### config.mk
export PLATFORM = sky130hd
export DESIGN_NAME = qspi_shift_engine_flat
export DESIGN_NICKNAME = d
export VERILOG_FILES = /design/src/rtl/qspi_shift_engine_if.sv /design/src/rtl/qspi_shift_engine.sv /design/src/flat_wrapper.sv
export SDC_FILE = /design/constraint.sdc
export NUM_CORES = 1
export LEC_CHECK = 0
export ABC_AREA = 1
export CORE_MARGIN = 2
export CORE_UTILIZATION = 40
export CTS_BUF_LIST = sky130_fd_sc_hd__clkbuf_8
export CTS_CLUSTER_SIZE = 16
export DETAILED_ROUTE_END_ITERATION = 10
export HOLD_SLACK_MARGIN = 0.1
export PLACE_DENSITY = 0.7
export SETUP_SLACK_MARGIN = 0.02
export SYNTH_ARGS = -nofsm -noshare
export SYNTH_HDL_FRONTEND = slang
export SYNTH_SLANG_ARGS = --single-unit
### constraint.sdc
create_clock -name clk_i -period 2.97 [get_ports clk_i]
set_clock_uncertainty 0.2 [all_clocks]
set_input_delay 0.891 -clock clk_i [delete_from_list [all_inputs] [get_ports clk_i]]
set_output_delay 0.891 -clock clk_i [all_outputs]
set_load 0.01 [all_outputs]
### src/rtl/qspi_shift_engine_if.sv
`default_nettype none
// ============================================================================
// Module      : qspi_shift_engine_if
// Description : Transfer-request / completion bus of the QSPI shift engine.
//               The requester drives the transfer descriptor (load_i, data_i,
//               num_bits_i, xspi_i, dir_i, cs_hold_i) and abort_i. The engine
//               returns ready_o, done_o and rx_data_o.
//               Modports: master = requester side, slave = engine side.
// Revision    : 1.0 - initial release
// ============================================================================
interface qspi_shift_engine_if;
    logic        load_i;      // transfer request
    logic [31:0] data_i;      // TX word, right-aligned
    logic [5:0]  num_bits_i;  // bits to shift (values above 32 act as 32)
    logic [1:0]  xspi_i;      // 00 single, 01 dual, 10 quad, 11 single
    logic        dir_i;       // 0 TX, 1 RX
    logic        cs_hold_i;   // keep CS asserted after this transfer
    logic        abort_i;     // cancel whatever is in progress
    logic        ready_o;     // engine idle, load accepted
    logic        done_o;      // one-cycle completion pulse
    logic [31:0] rx_data_o;   // received bits, right-aligned

    modport master (
        output load_i, data_i, num_bits_i, xspi_i, dir_i, cs_hold_i, abort_i,
        input  ready_o, done_o, rx_data_o
    );

    modport slave (
        input  load_i, data_i, num_bits_i, xspi_i, dir_i, cs_hold_i, abort_i,
        output ready_o, done_o, rx_data_o
    );
endinterface
`default_nettype wire

### src/rtl/qspi_shift_engine.sv
`default_nettype none
// ============================================================================
// Module      : qspi_shift_engine
// Description : Single/dual/quad SPI shift engine, SPI mode 0. Accepts one
//               transfer descriptor at a time, shifts it MSB-first over 1, 2
//               or 4 lanes with SCLK = clk_i / (2*CLK_DIV), and reports
//               completion with a one-cycle done pulse.
// Parameters  : CLK_DIV - clk_i cycles per SCLK half-period (1..255)
// Ports       : clk_i, rst_n_i  - clock, asynchronous active-low reset
//               bus (slave)     - transfer request / completion bus
//               sclk_o, cs_n_o  - SPI clock and chip select
//               io_o, io_oe_o   - lane data out and output enables
//               io_i            - lane data in
// Config      : QSPI_SHIFT_QUAD_EN - when defined, xspi_i=10 selects quad
//               lanes; otherwise it falls back to single and lanes 3:2 are
//               tied off.
// Revision    : 1.0 - initial release
// ============================================================================
module qspi_shift_engine #(
    parameter int CLK_DIV = 2
) (
    input  wire                clk_i,
    input  wire                rst_n_i,
    qspi_shift_engine_if.slave bus,
    output logic               sclk_o,
    output logic               cs_n_o,
    output logic [3:0]         io_o,
    output logic [3:0]         io_oe_o,
    input  wire  [3:0]         io_i
);

    localparam logic [7:0] c_div_last    = 8'(CLK_DIV - 1);
    localparam logic [1:0] c_lane_single = 2'd0;
    localparam logic [1:0] c_lane_dual   = 2'd1;
    localparam logic [1:0] c_lane_quad   = 2'd2;

    typedef enum logic [1:0] {
        ST_IDLE  = 2'd0,
        ST_SHIFT = 2'd1,
        ST_DONE  = 2'd2
    } state_t;

    state_t      state_q,   state_d;
    logic [31:0] shreg_q,   shreg_d;    // TX bits still to send, left-aligned
    logic [31:0] rxsh_q,    rxsh_d;     // RX shift register
    logic [31:0] rx_data_q, rx_data_d;
    logic [5:0]  nbits_q,   nbits_d;
    logic [5:0]  beats_q,   beats_d;    // beats left including current one
    logic [7:0]  div_q,     div_d;
    logic [1:0]  lanes_q,   lanes_d;
    logic        dir_q,     dir_d;
    logic        hold_q,    hold_d;
    logic        sclk_q,    sclk_d;
    logic        cs_n_q,    cs_n_d;
    logic [3:0]  io_q,      io_d;
    logic [3:0]  oe_q,      oe_d;

    logic [5:0]  w_nbits;
    logic [1:0]  w_lanes;
    logic [5:0]  w_beats;
    logic [31:0] w_align;
    logic [31:0] w_rx_next;
    logic [31:0] w_rx_mask;
    logic [3:0]  w_io_in;

    // Next lane bits come from the top of the left-aligned shift register,
    // so the higher-numbered bit lands on the higher-numbered lane.
    function automatic logic [3:0] beat_out(input logic [31:0] s, input logic [1:0] lanes);
        case (lanes)
            c_lane_dual: beat_out = {2'b00, s[31:30]};
            c_lane_quad: beat_out = s[31:28];
            default:     beat_out = {3'b000, s[31]};
        endcase
    endfunction

    function automatic logic [31:0] shift_out(input logic [31:0] s, input logic [1:0] lanes);
        case (lanes)
            c_lane_dual: shift_out = {s[29:0], 2'b00};
            c_lane_quad: shift_out = {s[27:0], 4'b0000};
            default:     shift_out = {s[30:0], 1'b0};
        endcase
    endfunction

    function automatic logic [3:0] lane_mask(input logic [1:0] lanes);
        case (lanes)
            c_lane_dual: lane_mask = 4'b0011;
            c_lane_quad: lane_mask = 4'b1111;
            default:     lane_mask = 4'b0001;
        endcase
    endfunction

`ifdef QSPI_SHIFT_QUAD_EN
    assign w_io_in = io_i;
    assign io_o    = io_q;
    assign io_oe_o = oe_q;
`else
    // Upper lanes are not part of this build; their register bits never leave 0.
    logic [5:0] unused_hi_lanes;
    assign unused_hi_lanes = {io_i[3:2], io_q[3:2], oe_q[3:2]};
    assign w_io_in = {2'b00, io_i[1:0]};
    assign io_o    = {2'b00, io_q[1:0]};
    assign io_oe_o = {2'b00, oe_q[1:0]};
`endif

    always_comb begin
        w_lanes = c_lane_single;
        case (bus.xspi_i)
            2'b01:   w_lanes = c_lane_dual;
`ifdef QSPI_SHIFT_QUAD_EN
            2'b10:   w_lanes = c_lane_quad;
`endif
            default: w_lanes = c_lane_single;
        endcase
    end

    assign w_nbits = (bus.num_bits_i > 6'd32) ? 6'd32 : bus.num_bits_i;

    always_comb begin
        case (w_lanes)
            c_lane_dual: w_beats = 6'((7'(w_nbits) + 7'd1) >> 1);
            c_lane_quad: w_beats = 6'((7'(w_nbits) + 7'd3) >> 2);
            default:     w_beats = w_nbits;
        endcase
    end

    // Left-align the TX word so bit num_bits-1 sits at bit 31; trailing pad
    // zeros then fall out of the shift register naturally.
    assign w_align = bus.data_i << (6'd32 - w_nbits);

    always_comb begin
        case (lanes_q)
            c_lane_dual: w_rx_next = {rxsh_q[29:0], w_io_in[1:0]};
            c_lane_quad: w_rx_next = {rxsh_q[27:0], w_io_in};
            default:     w_rx_next = {rxsh_q[30:0], w_io_in[1]};
        endcase
    end

    assign w_rx_mask = (nbits_q == 6'd32) ? 32'hFFFF_FFFF : ((32'd1 << nbits_q) - 32'd1);

    always_comb begin
        state_d   = state_q;
        shreg_d   = shreg_q;
        rxsh_d    = rxsh_q;
        rx_data_d = rx_data_q;
        nbits_d   = nbits_q;
        beats_d   = beats_q;
        div_d     = div_q;
        lanes_d   = lanes_q;
        dir_d     = dir_q;
        hold_d    = hold_q;
        sclk_d    = sclk_q;
        cs_n_d    = cs_n_q;
        io_d      = io_q;
        oe_d      = oe_q;

        case (state_q)
            ST_IDLE: begin
                if (bus.load_i) begin
                    nbits_d   = w_nbits;
                    lanes_d   = w_lanes;
                    dir_d     = bus.dir_i;
                    hold_d    = bus.cs_hold_i;
                    rx_data_d = 32'd0;
                    rxsh_d    = 32'd0;
                    div_d     = 8'd0;
                    sclk_d    = 1'b0;
                    if (w_nbits == 6'd0) begin
                        // Empty transfer: complete without touching the bus.
                        state_d = ST_DONE;
                    end else begin
                        state_d = ST_SHIFT;
                        cs_n_d  = 1'b0;
                        beats_d = w_beats;
                        shreg_d = shift_out(w_align, w_lanes);
                        io_d    = bus.dir_i ? 4'd0 : beat_out(w_align, w_lanes);
                        oe_d    = bus.dir_i ? 4'd0 : lane_mask(w_lanes);
                    end
                end
            end

            ST_SHIFT: begin
                if (div_q == c_div_last) begin
                    div_d = 8'd0;
                    if (!sclk_q) begin
                        // Rising SCLK edge: receiver samples here.
                        sclk_d = 1'b1;
                        if (dir_q) begin
                            rxsh_d = w_rx_next;
                        end
                    end else begin
                        sclk_d = 1'b0;
                        if (beats_q == 6'd1) begin
                            state_d = ST_DONE;
                            cs_n_d  = ~hold_q;
                            io_d    = 4'd0;
                            oe_d    = 4'd0;
                            if (dir_q) begin
                                rx_data_d = rxsh_q & w_rx_mask;
                            end
                        end else begin
                            beats_d = beats_q - 6'd1;
                            shreg_d = shift_out(shreg_q, lanes_q);
                            io_d    = dir_q ? 4'd0 : beat_out(shreg_q, lanes_q);
                        end
                    end
                end else begin
                    div_d = div_q + 8'd1;
                end
            end

            ST_DONE: begin
                state_d = ST_IDLE;
            end

            default: begin
                state_d = ST_IDLE;
            end
        endcase

        // Abort wins over everything, including a simultaneous load.
        if (bus.abort_i) begin
            state_d = ST_IDLE;
            cs_n_d  = 1'b1;
            sclk_d  = 1'b0;
            io_d    = 4'd0;
            oe_d    = 4'd0;
            div_d   = 8'd0;
            beats_d = 6'd0;
        end
    end

    always_ff @(posedge clk_i or negedge rst_n_i) begin
        if (!rst_n_i) begin
            state_q   <= ST_IDLE;
            shreg_q   <= 32'd0;
            rxsh_q    <= 32'd0;
            rx_data_q <= 32'd0;
            nbits_q   <= 6'd0;
            beats_q   <= 6'd0;
            div_q     <= 8'd0;
            lanes_q   <= c_lane_single;
            dir_q     <= 1'b0;
            hold_q    <= 1'b0;
            sclk_q    <= 1'b0;
            cs_n_q    <= 1'b1;
            io_q      <= 4'd0;
            oe_q      <= 4'd0;
        end else begin
            state_q   <= state_d;
            shreg_q   <= shreg_d;
            rxsh_q    <= rxsh_d;
            rx_data_q <= rx_data_d;
            nbits_q   <= nbits_d;
            beats_q   <= beats_d;
            div_q     <= div_d;
            lanes_q   <= lanes_d;
            dir_q     <= dir_d;
            hold_q    <= hold_d;
            sclk_q    <= sclk_d;
            cs_n_q    <= cs_n_d;
            io_q      <= io_d;
            oe_q      <= oe_d;
        end
    end

    assign sclk_o        = sclk_q;
    assign cs_n_o        = cs_n_q;
    assign bus.ready_o   = (state_q == ST_IDLE);
    assign bus.done_o    = (state_q == ST_DONE);
    assign bus.rx_data_o = rx_data_q;

endmodule
`default_nettype wire

### src/flat_wrapper.sv
// flat-port wrapper written by rule: the top's interface ports become plain ports
module qspi_shift_engine_flat 
#(
    parameter int CLK_DIV = 2
)
  (clk_i, rst_n_i, sclk_o, cs_n_o, io_o, io_oe_o, io_i, bus_load_i, bus_data_i, bus_num_bits_i, bus_xspi_i, bus_dir_i, bus_cs_hold_i, bus_abort_i, bus_ready_o, bus_done_o, bus_rx_data_o);
  qspi_shift_engine_if bus_i ();
  input  wire clk_i;
  input  wire rst_n_i;
  output logic sclk_o;
  output logic cs_n_o;
  output logic [3:0] io_o;
  output logic [3:0] io_oe_o;
  input  wire  [3:0] io_i;
  input wire logic [$bits(bus_i.load_i)-1:0] bus_load_i;
  input wire logic [$bits(bus_i.data_i)-1:0] bus_data_i;
  input wire logic [$bits(bus_i.num_bits_i)-1:0] bus_num_bits_i;
  input wire logic [$bits(bus_i.xspi_i)-1:0] bus_xspi_i;
  input wire logic [$bits(bus_i.dir_i)-1:0] bus_dir_i;
  input wire logic [$bits(bus_i.cs_hold_i)-1:0] bus_cs_hold_i;
  input wire logic [$bits(bus_i.abort_i)-1:0] bus_abort_i;
  output wire logic [$bits(bus_i.ready_o)-1:0] bus_ready_o;
  output wire logic [$bits(bus_i.done_o)-1:0] bus_done_o;
  output wire logic [$bits(bus_i.rx_data_o)-1:0] bus_rx_data_o;
  assign bus_i.load_i = bus_load_i;
  assign bus_i.data_i = bus_data_i;
  assign bus_i.num_bits_i = bus_num_bits_i;
  assign bus_i.xspi_i = bus_xspi_i;
  assign bus_i.dir_i = bus_dir_i;
  assign bus_i.cs_hold_i = bus_cs_hold_i;
  assign bus_i.abort_i = bus_abort_i;
  assign bus_ready_o = bus_i.ready_o;
  assign bus_done_o = bus_i.done_o;
  assign bus_rx_data_o = bus_i.rx_data_o;
  qspi_shift_engine #(.CLK_DIV(CLK_DIV)) u_core (.clk_i(clk_i), .rst_n_i(rst_n_i), .bus(bus_i), .sclk_o(sclk_o), .cs_n_o(cs_n_o), .io_o(io_o), .io_oe_o(io_oe_o), .io_i(io_i));
endmodule
==> flow_metrics.tcl <==
set metrics [dict create \
    grt_use_total 0.235 \
    grt_pass1_wl_mm 49.1 \
    drt_first_pass_iters 5 \
    synth_cells 1468 \
    finalHoldViolCount 0 \
    drive_gt1_frac 0.145 \
    reg2reg_slack_ns 0.38 \
    slew_violations 0 \
    rsz0062_at_grt "no" \
    port_buffers 87 \
    rows 56 \
    p_per_area_nw_per_um2 848 \
    cts_tree "done" \
    multi_input_area_um2 5630 \
    clkPwrFrac 0.139 \
    intPower_mw 5.11 \
    cp-end-kind "flip-flop" \
    yosys-top-cells-count "336 x nand2_1, 290 x nand3_1, 140 x inv_1" \
    hold_slack_ns 0.207 \
    layout.nets 1656 \
    synth_area_leader_cell "dfrtp_1" \
    worst_pin_slew_ns 0.834 \
    n_antenna_cell 0 \
    worstSkewPairLatency_ns 0.47 \
    die_h_um 159 \
    clk_pin_slew_ns 0.09 \
    synth_area_leaders "dfrtp_1 32%, nand3_1 15%, nand2_1 13%, inv_1 5.5%, o21ai_0 4.6%" \
    cp.arrival_ns 2.97 \
    p_sw_mw 5.10 \
    seq_area_um2 3160 \
    die_w_um 159 \
    core_um2 23500 \
    final_util 0.512 \
    antenna_left 0 \
    postCtsHoldBufs 0 \
    yosys_most_used_dff "dfrtp_1" \
    place_inst 1889 \
    dr.first_iter.drc_count 828 \
    ys_ff_latch 126 \
    area_growth_pct 25.0 \
    max_freq_mhz 358 \
    grt-ovfl-total 0 \
    fp.dieArea_um2 25300 \
    p_seq_frac 0.256 \
    setup_violations 0 \
    ioPinCount 94 \
    hpwl_mm 21.9 \
    rr_worst_depth 16 \
    totalWireLength_mm 29.5 \
    grt_antenna_before_repair 0 \
    startpoint_type "input port" \
    grt_max_degree 86 \
    swShare 0.499 \
    cts_made_buffers 17 \
    min_period_ns 2.79 \
    status "finished, final reports clean" \
    drc 0 \
    combinationalPowerShare 0.605 \
    vias 10500 \
    min_path_type "input port to asynchronous set/reset pin" \
    r2r_start "u_core.nbits_q[5]" \
    setup.worst_path.start "bus_num_bits_i[0]" \
    clockRootBuffer "clkbuf_8" \
    ir_worst_vdd_mv 0.582 \
    cts-htree-levels 4 \
    synthMostInstantiatedCell "nand2_1" \
    syn_area_um2 9640 \
    grt_pass1_vias 9881 \
    yosysSeqAreaShare 0.327 \
    maxCapViolCount 0 \
    worst_r2r_endpoint "u_core.bus.rx_data_o[30]" \
    start_util 0.409 \
    power_mw 10.2 \
    synth_area_per_cell_um2 6.56 \
    ys_async_sr_fraction 1.00 \
    slew_headroom 0.444 \
    gp_congestion 0.948 \
    clock-sinks 126 \
    cp.required_ns 3.15 \
    cts_max_path_buffers 2 \
    synth_top_area_share 0.325 \
    via_per_inst 5.42 \
    fin_cells 1931 \
    ys_warn_count 0 \
    synth_cell_types 57 \
    fin_crit_sh 0.940 \
    leakagePower_nw 5.81 \
    wl_per_cell_um 15.3 \
    nFillCells 2356 \
    synth-edff-count 0 \
    cp_max_fo 7 \
    critical_path_class "input port to flip-flop" \
]
## layout by cell type (no fill, tap or decap), types with 4 or more instances in the layout
| master | Yosys | layout |
|---|---|---|
| nor3_1 | 11 | 11 |
| o22ai_1 | 7 | 7 |
| buf_12 | 0 | 14 |
| clkinvlp_4 | 0 | 5 |
| nor2_4 | 5 | 7 |
| inv_6 | 0 | 8 |
| conb_1 | 1 | 4 |
| clkbuf_8 | 0 | 18 |
| o21ai_0 | 89 | 89 |
| nor4_1 | 4 | 4 |
| nor2_1 | 100 | 96 |
| a32o_1 | 7 | 7 |
| o211ai_1 | 39 | 39 |
| or2_2 | 4 | 4 |
| nand3_1 | 290 | 270 |
| a21oi_1 | 87 | 84 |
| o31ai_1 | 6 | 6 |
| nand2_2 | 12 | 14 |
| clkdlybuf4s50_1 | 0 | 80 |
| inv_2 | 15 | 14 |
| xor2_1 | 4 | 4 |
| buf_4 | 10 | 90 |
| dlymetal6s2s_1 | 0 | 4 |
| nand3_2 | 4 | 23 |
| dfrtp_1 | 125 | 124 |
| ha_1 | 7 | 6 |
| nand2_1 | 336 | 334 |
| nand4_1 | 26 | 26 |
| inv_1 | 140 | 140 |
| o21ai_1 | 17 | 17 |
| nor2_2 | 9 | 11 |
## layout make-up
type	count	share of cell area
clock inverter	14	0.00986
tap	319	0.0331
inverter	157	0.0502
timing repair buffer	194	0.156
multi-input combinational	1102	0.467
sequential	126	0.262
clock buffer	18	0.0206
timing repair inverter	1	0.000727
## state kept, by name, indices dropped and copies added (netlist names), 2 cells and up
signal                count
u_core.bus.rx_data_o     32
u_core.rxsh_q            32
u_core.shreg_q           31
u_core.div_q              8
u_core.beats_q            6
u_core.nbits_q            6
u_core.io_q               2
u_core.oe_q               2
u_core.state_q            2
## metrics by stage
step / setup WS, ns / cell area [um^2] / TNS [ns]
6_report: 0.179 / 12000 / 0
5_1_grt: 0.0445 / 12000 / 0
4_1_cts: 0.0225 / 12000 / 0
3_5_place_dp: -0.516 / 11500 / -19.11
3_3_place_gp: -0.489 / 11500 / -17.54
2_1_floorplan: 0.0588 / 9840 / 0
## logic make-up (layout without fill, tap and decap cells)
| kind of cell | Yosys count | after routing | synth area share |
|---|---|---|---|
| buffers and inverters | 243 | 384 | 0.106 |
| XOR/XNOR | 8 | 8 | 0.0100 |
| AO/OA/AOI/OAI | 271 | 271 | 0.164 |
| multiplexers | 1 | 1 | 0.00117 |
| flip-flops | 126 | 126 | 0.327 |
| other | 1 | 4 | 0.000389 |
| adder cells (fa/ha/maj) | 7 | 7 | 0.00909 |
| AND/OR/NAND/NOR | 811 | 811 | 0.383 |
## routing by layer
| layer | global-route usage | wire [um] | vias up |
|---|---|---|---|
| li1 | - | - | 5218 |
| met1 | 0.318 | 13500 | 4916 |
| met2 | 0.390 | 13800 | 290 |
| met3 | 0.0313 | 1420 | 46 |
| met4 | 0.0752 | 714 | 0 |
| met5 | 0 | 0 | - |
## power groups by stage
stage	Clock, mW	Combinational (mW)	Sequential, mW
after floorplan	0	4.24	2.59
after detailed placement	0	6.05	2.64
after global placement	0	5.95	2.62
after CTS	1.45	6.11	2.61
after global routing	1.53	6.99	2.68
final	1.42	6.18	2.62
## worst max-delay path, stage by stage
cell,delay (ns)
dlygate4sd2_1,0.26
nor2_2,0.06
nand3_2,0.08
nand2_4,0.06
nand2_4,0.09
ha_4,0.17
nand2_2,0.07
nor2_4,0.14
xor2_2,0.20
inv_2,0.07
nor2_4,0.23
buf_4,0.15
nand4_1,0.14
nand2_1,0.12
a21oi_1,0.08
o21ai_1,0.15
## what timing repair did
item	4_1_cts	5_1_grt
setup endpoints to repair	18	41
cloned	1	1
resized for setup	11	10
setup buffers	4	4
pin swaps	5	9
## worst max-delay path by stage
stage                     cells past startpoint                 end  slack, ns
after floorplan                              18  u_core.shreg_q[29]       0.06
after global placement                       18  u_core.shreg_q[29]      -0.49
after detailed placement                     14   u_core.shreg_q[5]      -0.52
after CTS                                    16  u_core.shreg_q[23]       0.02
after global routing                         17  u_core.shreg_q[23]       0.04
final                                        16   u_core.shreg_q[5]       0.18
No activity file was read; power rests on OpenSTA's default activity.
